File: config.mk
export PLATFORM = sky130hd
export DESIGN_NAME = inst_encoder
export DESIGN_NICKNAME = d
export VERILOG_FILES = /design/src/rtl/inst_encoder.sv
export SDC_FILE = /design/constraint.sdc
export NUM_CORES = 1
export LEC_CHECK = 0
export CAP_MARGIN = 30
export CORE_ASPECT_RATIO = 2
export CORE_MARGIN = 10
export CORE_UTILIZATION = 50
export CTS_CLUSTER_SIZE = 16
export DETAILED_ROUTE_END_ITERATION = 8
export HOLD_SLACK_MARGIN = 0.02
export PLACE_DENSITY = 0.78
export SYNTH_ARGS = -nofsm -noshare
export SYNTH_HDL_FRONTEND = slang
export SYNTH_SLANG_ARGS = --single-unit
File: constraint.sdc
create_clock -name clk_in -period 2.7 [get_ports clk_in]
set_input_delay 0.405 -clock clk_in [delete_from_list [all_inputs] [get_ports clk_in]]
set_output_delay 0.405 -clock clk_in [all_outputs]
set_load 0.005 [all_outputs]
File: src/rtl/inst_encoder.sv
// RV32I instruction encoder: packs one decoded op per handshake into a 32-bit word and
// writes it little-endian into byte-wide RAM. Define ENCODE_CHECK_EN to reject unencodable ops.
`ifndef INST_TYPE_WIDTH
`define INST_TYPE_WIDTH 6
`endif

package inst_encoder_pkg;
  localparam int TYPE_W = `INST_TYPE_WIDTH;

  // Op codes follow the decoder's numbering, LUI first through AND; everything else is unknown.
  typedef enum logic [TYPE_W-1:0] {
    OP_LUI = TYPE_W'(1), OP_AUIPC, OP_JAL, OP_JALR,
    OP_BEQ, OP_BNE, OP_BLT, OP_BGE, OP_BLTU, OP_BGEU,
    OP_LB, OP_LH, OP_LW, OP_LBU, OP_LHU,
    OP_SB, OP_SH, OP_SW,
    OP_ADDI, OP_SLTI, OP_SLTIU, OP_XORI, OP_ORI, OP_ANDI, OP_SLLI, OP_SRLI, OP_SRAI,
    OP_ADD, OP_SUB, OP_SLL, OP_SLT, OP_SLTU, OP_XOR, OP_SRL, OP_SRA, OP_OR, OP_AND
  } inst_type_e;

  typedef enum logic [2:0] {F_U, F_J, F_I, F_SH, F_S, F_B, F_R, F_BAD} fmt_e;
  typedef enum logic {S_IDLE, S_WRITE} state_e;

  localparam logic [6:0] OPC_LUI    = 7'h37;
  localparam logic [6:0] OPC_AUIPC  = 7'h17;
  localparam logic [6:0] OPC_JAL    = 7'h6F;
  localparam logic [6:0] OPC_JALR   = 7'h67;
  localparam logic [6:0] OPC_BRANCH = 7'h63;
  localparam logic [6:0] OPC_LOAD   = 7'h03;
  localparam logic [6:0] OPC_STORE  = 7'h23;
  localparam logic [6:0] OPC_IMM    = 7'h13;
  localparam logic [6:0] OPC_OP     = 7'h33;
endpackage

module inst_encoder
  import inst_encoder_pkg::*;
#(
  parameter int                    ADDR_WIDTH = 32,
  parameter logic [ADDR_WIDTH-1:0] BASE_ADDR  = '0
) (
  input  logic                        clk_in,
  input  logic                        rstn_in,
  input  logic                        in_valid,
  output logic                        in_ready,
  input  logic [`INST_TYPE_WIDTH-1:0] in_type,
  input  logic [4:0]                  in_rd,
  input  logic [4:0]                  in_rs1,
  input  logic [4:0]                  in_rs2,
  input  logic [31:0]                 in_imm,
  input  logic                        addr_load,
  input  logic [ADDR_WIDTH-1:0]       addr_val,
  input  logic                        mem_stall,
  output logic [ADDR_WIDTH-1:0]       mem_a,
  output logic [7:0]                  mem_dout,
  output logic                        mem_wr,
  output logic                        done,
  output logic                        err
);

  state_e                state, state_d;
  logic [1:0]            k;
  logic [31:0]           word;
  logic [ADDR_WIDTH-1:0] base, ptr;
  fmt_e                  fmt;
  logic [6:0]            opc;
  logic [2:0]            f3;
  logic [6:0]            f7;
  logic [31:0]           enc;
  logic                  illegal;
  logic                  accept;

  // NOTE: every variable written in always_comb gets a default first, so no path infers a latch.
  always_comb begin
    fmt = F_BAD;
    opc = OPC_IMM;
    f3  = 3'd0;
    f7  = 7'h00;
    case (in_type)
      OP_LUI:   begin fmt = F_U;  opc = OPC_LUI;    end
      OP_AUIPC: begin fmt = F_U;  opc = OPC_AUIPC;  end
      OP_JAL:   begin fmt = F_J;  opc = OPC_JAL;    end
      OP_JALR:  begin fmt = F_I;  opc = OPC_JALR;   f3 = 3'd0; end
      OP_BEQ:   begin fmt = F_B;  opc = OPC_BRANCH; f3 = 3'd0; end
      OP_BNE:   begin fmt = F_B;  opc = OPC_BRANCH; f3 = 3'd1; end
      OP_BLT:   begin fmt = F_B;  opc = OPC_BRANCH; f3 = 3'd4; end
      OP_BGE:   begin fmt = F_B;  opc = OPC_BRANCH; f3 = 3'd5; end
      OP_BLTU:  begin fmt = F_B;  opc = OPC_BRANCH; f3 = 3'd6; end
      OP_BGEU:  begin fmt = F_B;  opc = OPC_BRANCH; f3 = 3'd7; end
      OP_LB:    begin fmt = F_I;  opc = OPC_LOAD;   f3 = 3'd0; end
      OP_LH:    begin fmt = F_I;  opc = OPC_LOAD;   f3 = 3'd1; end
      OP_LW:    begin fmt = F_I;  opc = OPC_LOAD;   f3 = 3'd2; end
      OP_LBU:   begin fmt = F_I;  opc = OPC_LOAD;   f3 = 3'd4; end
      OP_LHU:   begin fmt = F_I;  opc = OPC_LOAD;   f3 = 3'd5; end
      OP_SB:    begin fmt = F_S;  opc = OPC_STORE;  f3 = 3'd0; end
      OP_SH:    begin fmt = F_S;  opc = OPC_STORE;  f3 = 3'd1; end
      OP_SW:    begin fmt = F_S;  opc = OPC_STORE;  f3 = 3'd2; end
      OP_ADDI:  begin fmt = F_I;  opc = OPC_IMM;    f3 = 3'd0; end
      OP_SLTI:  begin fmt = F_I;  opc = OPC_IMM;    f3 = 3'd2; end
      OP_SLTIU: begin fmt = F_I;  opc = OPC_IMM;    f3 = 3'd3; end
      OP_XORI:  begin fmt = F_I;  opc = OPC_IMM;    f3 = 3'd4; end
      OP_ORI:   begin fmt = F_I;  opc = OPC_IMM;    f3 = 3'd6; end
      OP_ANDI:  begin fmt = F_I;  opc = OPC_IMM;    f3 = 3'd7; end
      OP_SLLI:  begin fmt = F_SH; opc = OPC_IMM;    f3 = 3'd1; end
      OP_SRLI:  begin fmt = F_SH; opc = OPC_IMM;    f3 = 3'd5; end
      OP_SRAI:  begin fmt = F_SH; opc = OPC_IMM;    f3 = 3'd5; f7 = 7'h20; end
      OP_ADD:   begin fmt = F_R;  opc = OPC_OP;     f3 = 3'd0; end
      OP_SUB:   begin fmt = F_R;  opc = OPC_OP;     f3 = 3'd0; f7 = 7'h20; end
      OP_SLL:   begin fmt = F_R;  opc = OPC_OP;     f3 = 3'd1; end
      OP_SLT:   begin fmt = F_R;  opc = OPC_OP;     f3 = 3'd2; end
      OP_SLTU:  begin fmt = F_R;  opc = OPC_OP;     f3 = 3'd3; end
      OP_XOR:   begin fmt = F_R;  opc = OPC_OP;     f3 = 3'd4; end
      OP_SRL:   begin fmt = F_R;  opc = OPC_OP;     f3 = 3'd5; end
      OP_SRA:   begin fmt = F_R;  opc = OPC_OP;     f3 = 3'd5; f7 = 7'h20; end
      OP_OR:    begin fmt = F_R;  opc = OPC_OP;     f3 = 3'd6; end
      OP_AND:   begin fmt = F_R;  opc = OPC_OP;     f3 = 3'd7; end
      default:  fmt = F_BAD;
    endcase
  end

  always_comb begin
    case (fmt)
      F_U:     enc = {in_imm[31:12], in_rd, opc};
      F_J:     enc = {in_imm[20], in_imm[10:1], in_imm[11], in_imm[19:12], in_rd, opc};
      F_I:     enc = {in_imm[11:0], in_rs1, f3, in_rd, opc};
      F_SH:    enc = {f7, in_imm[4:0], in_rs1, f3, in_rd, opc};
      F_S:     enc = {in_imm[11:5], in_rs2, in_rs1, f3, in_imm[4:0], opc};
      F_B:     enc = {in_imm[12], in_imm[10:5], in_rs2, in_rs1, f3, in_imm[4:1], in_imm[11], opc};
      F_R:     enc = {f7, in_rs2, in_rs1, f3, in_rd, opc};
      default: enc = 32'h0000_0013;
    endcase
  end

`ifdef ENCODE_CHECK_EN
  // An immediate fits its field when every bit above the field equals the field's sign bit.
  always_comb begin
    illegal = 1'b0;
    case (fmt)
      F_U:     illegal = |in_imm[11:0];
      F_J:     illegal = !(&in_imm[31:20] || !(|in_imm[31:20])) || in_imm[0];
      F_I:     illegal = !(&in_imm[31:11] || !(|in_imm[31:11]));
      F_S:     illegal = !(&in_imm[31:11] || !(|in_imm[31:11]));
      F_B:     illegal = !(&in_imm[31:12] || !(|in_imm[31:12])) || in_imm[0];
      F_SH:    illegal = |{in_imm[31:11], in_imm[10] && (in_type != OP_SRAI), in_imm[9:5]};
      F_R:     illegal = 1'b0;
      default: illegal = 1'b1;
    endcase
  end
`else
  assign illegal = 1'b0;
`endif

  always_comb begin
    state_d  = state;
    in_ready = 1'b0;
    accept   = 1'b0;
    err      = 1'b0;
    mem_wr   = 1'b0;
    mem_a    = '0;
    mem_dout = 8'h00;
    done     = 1'b0;
    case (state)
      S_IDLE: begin
        in_ready = 1'b1;
        accept   = in_valid && !illegal;
        err      = in_valid && illegal;
        if (accept) state_d = S_WRITE;
      end
      S_WRITE: begin
        mem_wr   = 1'b1;
        mem_a    = base + ADDR_WIDTH'(k);
        mem_dout = word[{k, 3'b000} +: 8];
        if (!mem_stall && k == 2'd3) begin
          done    = 1'b1;
          state_d = S_IDLE;
        end
      end
      default: state_d = S_IDLE;
    endcase
  end

  // NOTE: sequential state uses non-blocking assignments so every register samples pre-edge values.
  always_ff @(posedge clk_in or negedge rstn_in) begin
    if (!rstn_in) state <= S_IDLE;
    else          state <= state_d;
  end

  always_ff @(posedge clk_in or negedge rstn_in) begin
    if (!rstn_in) begin
      ptr  <= BASE_ADDR;
      base <= '0;
      word <= '0;
      k    <= 2'd0;
    end else begin
      case (state)
        S_IDLE: begin
          if (addr_load) ptr <= addr_val;
          if (accept) begin
            word <= enc;
            base <= addr_load ? addr_val : ptr;
            k    <= 2'd0;
          end
        end
        S_WRITE: begin
          if (!mem_stall) begin
            if (k == 2'd3) ptr <= base + ADDR_WIDTH'(4);
            k <= k + 2'd1;
          end
        end
        default: ;
      endcase
    end
  end

endmodule

==> results.md, run 1 <==
- Status: finished, violations left
- Failing checks: negative setup slack
- CP Capture Type: primary output
- Drt first pass iters: 5
- Slew @ Worst Pin: 0.5059 ns
- TritonCTS clock tree: done
- Worst slack at placement: -0.1214 ns
- Post-route minimum period: 2.846 ns
- Final period util: 105.4%
- Reg clk slew, reported paths: 0.08 ns
- DRT iter0 DRCs: 305
- CTS buffer count: 9
- Max cap viols: 0
- Final worst slack: -0.1460 ns
- Hold Path Class: input pin to asynchronous set/reset pin
- Unrepaired setup endpoints after global routing: yes
- Global route overflow: 0
- Worst hold slack: 0.4769 ns
- Clk sinks: 98
- Drt via density: 6.130
- Root Buffer: clkbuf_16
- DP Area: 0.008843 mm2
- Inst Count DP: 1111
- Via count: 6951
- Core ar.: 0.01336 mm2
- Non-Filler Instances: 1134
- Clock Skews: 0.01526 ns
- Final Hold Vio Count: 0
- Port bufs: 132
- Met3 usage: 4.501%
- Worst-skew pair later-pin latency: 0.35 ns
- Syn nets: 879
- Post-DP HPWL: 19130 um
- Setup Viol. Count Final: 4
- Req. time, crit path: 2.30 ns
- Synth Instances: 784
- Vias in the first global route: 7034
- Max-Slew Margin vs Limit: 66.27%
- CP startpoint kind: register
- Async SR Flop Fraction: 100.0%
- R2R cell count: 7
- Final core utilization: 69.91%
- Largest net degree at the start of global routing: 56
- Pwr per Cell Area: 1036 mW/mm2
- Met2 GRT Util: 49.88%
- Yosys reg bits: 98
- Initial Util: 50.44%
- Post-synth EDFFs: 0
- Die area: 0.01881 mm2
- Synth Flop Type: dfrtp_1
- Unique masters post-synth: 73
- Clock Path Buffers: 2
- Antenna violations before repair: 0
- Share of cells above drive strength 1: 20.22%
- Worst VDD drop: 433.5 uV
- Final Cell Area: 0.009341 mm2
- Gr usage total: 26.53%
- Met1 GRT Util: 24.88%
- Synthesized cell area: 0.006740 mm2
- Die Wd: 102.1 um
- Inserted Diodes: 0
- Die Y: 184.2 um
- Arr. time, crit path: 2.44 ns
- CP max stage delay: 0.55 ns
- Post-layout nets: 1069
- Fin. max-slew vios: 0
- Cell Chain, Critical Path: ha_4 > a21oi_4 > or4_4 > buf_6 > or3_4 > a21oi_2 > buf_2
- GRT Max-Usage Layer: met2
- DR WL/cell: 22.13 um
- Static Leakage: 3.920 nW
- DRC: 0
- Highest Clock Rate: 351.4 MHz
- Row count: 60
- Worst Path Class, Setup: register to primary output
- Critical-path maximum fanout: 4
- Final RePlAce weighted congestion: 1.011
- DRT antenna net count: 0
- Top Ports: 134
- Synth-to-Final Area Change: 38.59%
- Routed wire length: 25100 um
- Synth warnings: 0
- Htree depth: 3
- Register area share after synthesis: 36.38%
- Crit-path slowest cell: or4_4
- Syn_area_per_cell: 8.597 um2
- First-pass GRT wire length: 38360 um
==> worst max-delay path, delay by kind of cell, from the launching register on <==
family,cells,cell delay (ns)
AND/OR/NAND/NOR,2,0.87
buffers and inverters,2,0.27
adder cells (fa/ha/maj),1,0.31
AO/OA/AOI/OAI,2,0.21
flip-flops,1,0.43
==> per-layer routing <==
metal | vias to the layer above | part of all wire [%]
met5 | - | 0
met4 | 0 | 6.7
met3 | 83 | 4.8
met2 | 305 | 55
met1 | 3328 | 33
li1 | 3235 | -
==> worst paths after layout <==
kind | from | to | slack [ns]
worst max-delay path | k[1] | mem_a[27] | -0.15
worst min-delay path | rstn_in | ptr[19] | 0.48
worst max register to register | base[2] | ptr[30] | 0.59
worst min register to register | word[6] | word[6] | 0.49
max in group asynchronous | rstn_in | word[24] | 1.59
min in group clk_in | word[6] | word[6] | 0.49
==> kinds of logic after synthesis <==
family          Yosys count  synth area share [%]
simple gates            289                 21.29
compound gates          207                 19.84
flops                    98                 36.38
buf+inv                  80                 5.365
mux                      54                 9.523
xor+xnor                 50                 6.497
fa+ha+maj                 5                 1.040
other cells               1               0.05564
==> cell type report <==
cell class	instances	area, um2
tap	155	193.9
inverter	8	30.03
sequential	98	2454
multi-input combinational	606	4100
clock buffer	9	225.2
timing repair buffer	251	2257
fill	1072	4021
clock inverter	7	81.33
==> registers in the layout (all words and copies together) (netlist names) <==
signal	count
ptr	32
word	31
state	1
k	2
base	32
==> cells in the final DEF, fill, tap and decap left out, drive strengths merged, types with 12 or more instances in the layout <==
cell and count:
buf 126, clkdlybuf4s50 101, dfrtp 98, nor2 93
a21oi 78, nand2 65, mux2i 45, o21ai 36
xnor2 32, nand3 26, xor2 18, a221oi 17
nor3 14, clkbuf 14, nand4 13, or3 13
and2 12, dlygate4sd2 12
==> synth_stat cells, types with 12 or more instances <==
cell type   n  area share, %
a21oi_1    78            5.8
a221oi_1   17            2.2
and2_1     12            1.1
clkbuf_1   49            2.7
dfrtp_1    98             36
mux2i_1    45            6.7
nand2_1    63            3.5
nand3_1    25            1.9
nand4_1    13            1.2
nor2_1     92            5.1
nor3_1     14            1.0
o21ai_0    32            2.4
xnor2_1    32            4.2
xor2_1     18            2.3
==> timing repair <==
action                                 4_1_cts  5_1_grt
gates resized for setup                     57       44
cloned                                       0        1
pin swaps                                    5       18
setup endpoints to repair                   28       18
setup buffers                                2        3
hold buffers                                 1        0
endpoints found under the hold margin       19        0
==> through the flow <==
step | TNS (ns) | power (mW)
final | -0.3860 | 9.679
after global routing | -0.8272 | 10.30
after CTS | -0.2061 | 9.463
after detailed placement | -0.4223 | 8.216
after global placement | -0.2330 | 8.096
after floorplan | 0 | 5.589
==> where the power goes <==
group / internal (mW) / leakage (nW) / total, mW / switching [mW]
clock network: 0.738 / 0.153 / 1.38 / 0.643
registers: 2.17 / 1.15 / 2.62 / 0.454
logic: 2.75 / 2.62 / 5.68 / 2.93
Power figures use the tool's default switching activity.
==> run 2, diff against run 1 <==
Settings changed: REMOVE_ABC_BUFFERS from default to 1.
==> results.md, run 2 (synthesized netlist as in run 1, its figures left out) <==
- Htree depth: 3
- Commonest non-fill, non-tap cell in the layout: clkdlybuf4s50_1
- Final core utilization: 69.37%
- Clock network power share: 13.4%
- Gr usage total: 25.24%
- Combinational share of power: 58.8%
- Via count: 6895
- Sequential Power Share: 27.8%
- Failing checks: negative setup slack
- Critical path capture point: mem_a[27]
- Status: finished, violations left
- Cell Chain, Critical Path: ha_4 > a21oi_4 > or4_4 > buf_6 > or3_1 > a21oi_1 > buf_2
- Fin. max-slew vios: 0
- Worst VDD drop: 565.7 uV
- Sw Pwr: 3.949 mW
- Max-Slew Margin vs Limit: 42.65%
- Highest Clock Rate: 350.7 MHz
- Root Buffer: clkbuf_16
- Biggest regs: base (32), ptr (32), word (31)
- Crit path depth: 7
- Port bufs: 132
- Clock Skews: 0.01492 ns
- Arr. time, crit path: 2.45 ns
- Critical R2R Launch: base[9]
- First-pass GRT wire length: 37410 um
- Clk sinks: 98
- Static Leakage: 3.849 nW
- Drt first pass iters: 4
- Largest net degree at the start of global routing: 54
- Clock Path Buffers: 2
- Sw frac: 41.50%
- Routed wire length: 23790 um
- Non-Filler Instances: 1119
- Setup Viol. Count Final: 6
- CP Capture Type: primary output
- Drt via density: 6.162
- Post-route minimum period: 2.851 ns
- Met3 usage: 4.464%
- Inserted Diodes: 0
- Antenna violations before repair: 0
- Synth-to-Final Area Change: 37.53%
- Final period util: 105.6%
- Hold Path Class: input pin to asynchronous set/reset pin
- Post-DP HPWL: 18030 um
- Met1 GRT Util: 25.08%
- CP max stage delay: 0.52 ns
- Reg2Reg Setup Slack: 0.58 ns
- R2R cell count: 6
- DR WL/cell: 21.26 um
- Vias in the first global route: 7081
- Critical-path maximum fanout: 5
- DRT antenna net count: 0
- Final Cell Area: 0.009270 mm2
- Commonest non-fill, non-tap cells in the layout: clkdlybuf4s50_1, dfrtp_1, nor2_1
- Global route overflow: 0
- TritonCTS clock tree: done
- Final worst slack: -0.1513 ns
- Met2 GRT Util: 47.51%
- Crit path launch: k[1]
- Max cap viols: 0
- DRT iter0 DRCs: 356
- Die Wd: 102.1 um
- Core ar.: 0.01336 mm2
- Worst Path Class, Setup: register to primary output
- DP Area: 0.008786 mm2
- Top Ports: 134
- Reg clk slew, reported paths: 0.08 ns
- Inst Count DP: 1095
- GRT Max-Usage Layer: met2
- RR Endpoint: ptr[24]
- Die Y: 184.2 um
- Slew @ Worst Pin: 0.8603 ns
- Total power: 9.514 mW
- CTS buffer count: 9
- Unrepaired setup endpoints after global routing: yes
- Row count: 60
- Worst-skew pair later-pin latency: 0.35 ns
- Initial Util: 50.44%
- Crit-path leading delay family: simple AND/OR/NAND/NOR gates
- Die area: 0.01881 mm2
- Req. time, crit path: 2.30 ns
- DRC: 0
- CP startpoint kind: register
- Final Hold Vio Count: 0
- Crit-path slowest cell: or4_4
- Share of cells above drive strength 1: 18.98%
- Number of fill cells in the layout: 1070
- Internal Power: 5.566 mW
- Final RePlAce weighted congestion: 0.9581
- WP buf/inv: 2
- Pwr per Cell Area: 1026 mW/mm2
- Worst hold slack: 0.04203 ns
- Post-layout nets: 1054
run 2: changes by cell type in the layout (fill, tap and decap cells not counted), moves of 2 or more:
cell	delta
or3_4	-2
dlygate4sd2_1	+3
and4_4	+2
buf_12	+4
buf_6	-2
a21oi_1	+3
clkinvlp_4	+3
a21oi_2	-3
inv_6	-2
buf_4	-17
run 2: cell type report:
class / count / area [um2] / share of cell area [%]
inverters: 8 / 30.03 / 0.3239
clock buffers: 9 / 225.2 / 2.429
multi-input cells: 606 / 4101 / 44.24
well taps: 155 / 193.9 / 2.092
clock inverters: 7 / 70.07 / 0.7558
flip-flops and latches: 98 / 2454 / 26.47
repair buffers: 236 / 2196 / 23.69
run 2: worst register-to-register path: cells and delay by family, from the launching register on:
family	cells	cell delay (ns)
buffers and inverters	1	0.14
AND/OR/NAND/NOR	3	1.18
flip-flops	1	0.37
AO/OA/AOI/OAI	1	0.13
XOR/XNOR	1	0.17
run 2: worst min path at each step:
stage | startpoint | endpoint | slack (ns)
detailed placement | rstn_in | ptr[22] | 0.44
CTS | rstn_in | ptr[22] | 0.07
global placement | rstn_in | ptr[22] | 0.44
floorplan | rstn_in | base[0] | 0.11
global route | rstn_in | ptr[22] | 0.08
finish | rstn_in | ptr[22] | 0.04
run 2: routing by layer:
metal	routed length (um)	vias to the layer above
met2	13210	298
met1	7989	3318
met5	0	-
met4	1290	0
li1	-	3202
met3	1299	77
run 2: metrics by stage:
step,setup TNS [ns],setup WS [ns]
3_3_place_gp,-0.9183,-0.1630
2_1_floorplan,-93.86,-1.435
4_1_cts,-0.5219,-0.1511
5_1_grt,-0.9966,-0.2010
3_5_place_dp,-1.009,-0.1586
6_report,-0.4396,-0.1513
run 2: what timing repair did:
action / in CTS / in global routing
hold buffers: 0 / 0
setup endpoints to repair: 29 / 17
gates cloned: 1 / 0
buffers inserted: 4 / 4
pin swaps: 15 / 9
gates resized for setup: 62 / 29
run 2: power by group through the flow:
stage | Combinational (mW) | Sequential (mW) | Clock, mW
floorplan | 2.55 | 2.80 | 0
global placement | 5.46 | 2.58 | 0
detailed placement | 5.55 | 2.63 | 0
CTS | 5.53 | 2.61 | 1.29
global route | 6.11 | 2.72 | 1.36
finish | 5.59 | 2.64 | 1.28
==> run 3, diff against run 2 <==
--- a/config.mk
+++ b/config.mk
@@ -10,4 +10,5 @@
 export CORE_MARGIN = 10
 export CORE_UTILIZATION = 50
+export CTS_CLUSTER_DIAMETER = 60
 export CTS_CLUSTER_SIZE = 16
 export DETAILED_ROUTE_END_ITERATION = 8
@@ -15,4 +16,5 @@
 export PLACE_DENSITY = 0.78
 export REMOVE_ABC_BUFFERS = 1
+export SLEW_MARGIN = 20
 export SYNTH_ARGS = -nofsm -noshare
 export SYNTH_HDL_FRONTEND = slang
==> constraint.sdc (replaced) <==
create_clock -name clk_in -period 2.7 [get_ports clk_in]
set_input_delay 0.405 -clock clk_in [delete_from_list [all_inputs] [get_ports clk_in]]
set_output_delay 0.405 -clock clk_in [all_outputs]
set_load 0.02 [all_outputs]
==> results.md, run 3 (synthesized netlist as in run 1, its figures left out) <==
- Commonest non-fill, non-tap cell in the layout: clkdlybuf4s50_1
- Htree depth: 3
- Core ar.: 0.01336 mm2
- Slew @ Worst Pin: 0.8767 ns
- Final period util: 101.1%
- Static Leakage: 3.848 nW
- Row count: 60
- First-pass GRT wire length: 37400 um
- DRT iter0 DRCs: 332
- Vias in the first global route: 7195
- TritonCTS clock tree: done
- CP Capture Type: primary output
- Worst-skew pair later-pin latency: 0.36 ns
- Hold Path Class: input pin to asynchronous set/reset pin
- Global route overflow: 0
- Max cap viols: 0
- Commonest non-fill, non-tap cells in the layout: clkdlybuf4s50_1, dfrtp_1, buf_4
- Clock Path Buffers: 2
- CTS buffer count: 9
- Root Buffer: clkbuf_16
- Pwr per Cell Area: 1092 mW/mm2
- Antenna violations before repair: 0
- Initial Util: 50.44%
- Die Wd: 102.1 um
- Post-route minimum period: 2.728 ns
- Non-Filler Instances: 1123
- Worst VDD drop: 484.6 uV
- Routed wire length: 23750 um
- Die area: 0.01881 mm2
- Via count: 6958
- DR WL/cell: 21.14 um
- Post-layout nets: 1058
- Hold buffer count at CTS: 0
- Die Y: 184.2 um
- Drt first pass iters: 5
- Status: finished, violations left
- DRT antenna net count: 0
- Worst Path Class, Setup: register to primary output
- Max-Slew Margin vs Limit: 41.55%
- Synth-to-Final Area Change: 37.39%
- Largest net degree at the start of global routing: 60
- Setup Viol. Count Final: 2
- CP startpoint kind: register
- Top Ports: 134
- DRC: 0
- Biggest regs: base (32), ptr (32), word (31)
- Inserted Diodes: 0
- Final worst slack: -0.02843 ns
- Highest Clock Rate: 366.5 MHz
- Port bufs: 132
- Inst Count DP: 1102
- Fin. max-slew vios: 0
- Failing checks: negative setup slack
- Number of fill cells in the layout: 1051
- Clk sinks: 98
- Final RePlAce weighted congestion: 0.9562
- Gr usage total: 25.26%
- Reg clk slew, reported paths: 0.08 ns
- Critical-path maximum fanout: 12
- Unrepaired setup endpoints after global routing: yes
- Req. time, crit path: 2.30 ns
- Worst hold slack: 0.04387 ns
- R2R cell count: 7
- Final Hold Vio Count: 0
- Share of cells above drive strength 1: 19.73%
- Drt via density: 6.196
- Clock Skews: 0.01290 ns
- Arr. time, crit path: 2.32 ns
- Post-DP HPWL: 17870 um
[run 3: cell types whose count changed in the layout (fill, tap and decap cells not counted), sizes merged]
cell           previous run  this run
buf                     111       119
clkinv                    3         5
clkbuf                   13        17
inv                       9         8
clkinvlp                  3         1
dlymetal6s2s              3         1
bufinv                    0         1
clkdlybuf4s50           102        99
dlygate4sd2              15         9
clkdlybuf4s15             1         4
[run 3: area by class of cell]
cell class              instances  area, um2  area share (%)
clock buffers                   9      225.2           2.432
clock inverters                 7      98.84           1.067
inverters                       8      30.03          0.3243
multi-input cells             606       4046           43.70
flip-flops and latches         98       2454           26.50
well taps                     155      193.9           2.094
repair buffers                240       2212           23.89
[run 3: timing repair]
| action | CTS | global route |
|---|---|---|
| resized for setup | 76 | 37 |
| setup endpoints to repair | 30 | 26 |
| buffers inserted | 2 | 3 |
| pin swaps | 5 | 9 |
[run 3: per-stage QoR]
stage          utilization (%)  power (mW)  instance area, um2  setup TNS (ns)  setup WS, ns
6_report                 69.30       10.11                9260        -0.04771      -0.02843
5_1_grt                  69.30       10.77                9260         -0.2706      -0.08434
4_1_cts                  69.00       10.02                9220        -0.08938      -0.04108
3_5_place_dp             66.24       8.758                8851          -1.205       -0.3064
2_1_floorplan                -       5.903                6409         -122.84        -1.703
3_3_place_gp             66.24       8.631                8851          -1.094       -0.2972
[run 3: layer usage]
layer / vias to the layer above / wire length, um / track usage (%)
li1: 3218 / - / -
met1: 3278 / 7776 / 24.30
met2: 356 / 12920 / 46.32
met3: 106 / 1653 / 5.214
met4: 0 / 1396 / 16.52
met5: - / 0 / 0
[run 3: final timing paths]
kind	slack [ns]	from	endpoint
hold reg to reg	0.48	word[2]	word[2]
min in group clk_in	0.48	word[2]	word[2]
hold / removal	0.04	rstn_in	ptr[22]
max in group asynchronous	2.02	rstn_in	word[30]
setup / recovery	-0.03	k[1]	mem_a[28]
setup reg to reg	0.47	base[9]	ptr[24]
[run 3: critical path: stages (launching register included)]
cell and delay [ns]:
dfrtp_1 0.44, buf_8 0.18, fa_2 0.46, nand3_1 0.13, buf_6 0.16, nor4_4 0.05
xnor2_1 0.13, nor2_1 0.09, dlygate4sd2_1 0.34
[run 3: where the power goes]
| part | internal (mW) | switching (mW) |
|---|---|---|
| Sequential | 2.17 | 0.434 |
| Clock | 0.746 | 0.641 |
| Combinational | 2.72 | 3.40 |
| Total | 5.64 | 4.48 |
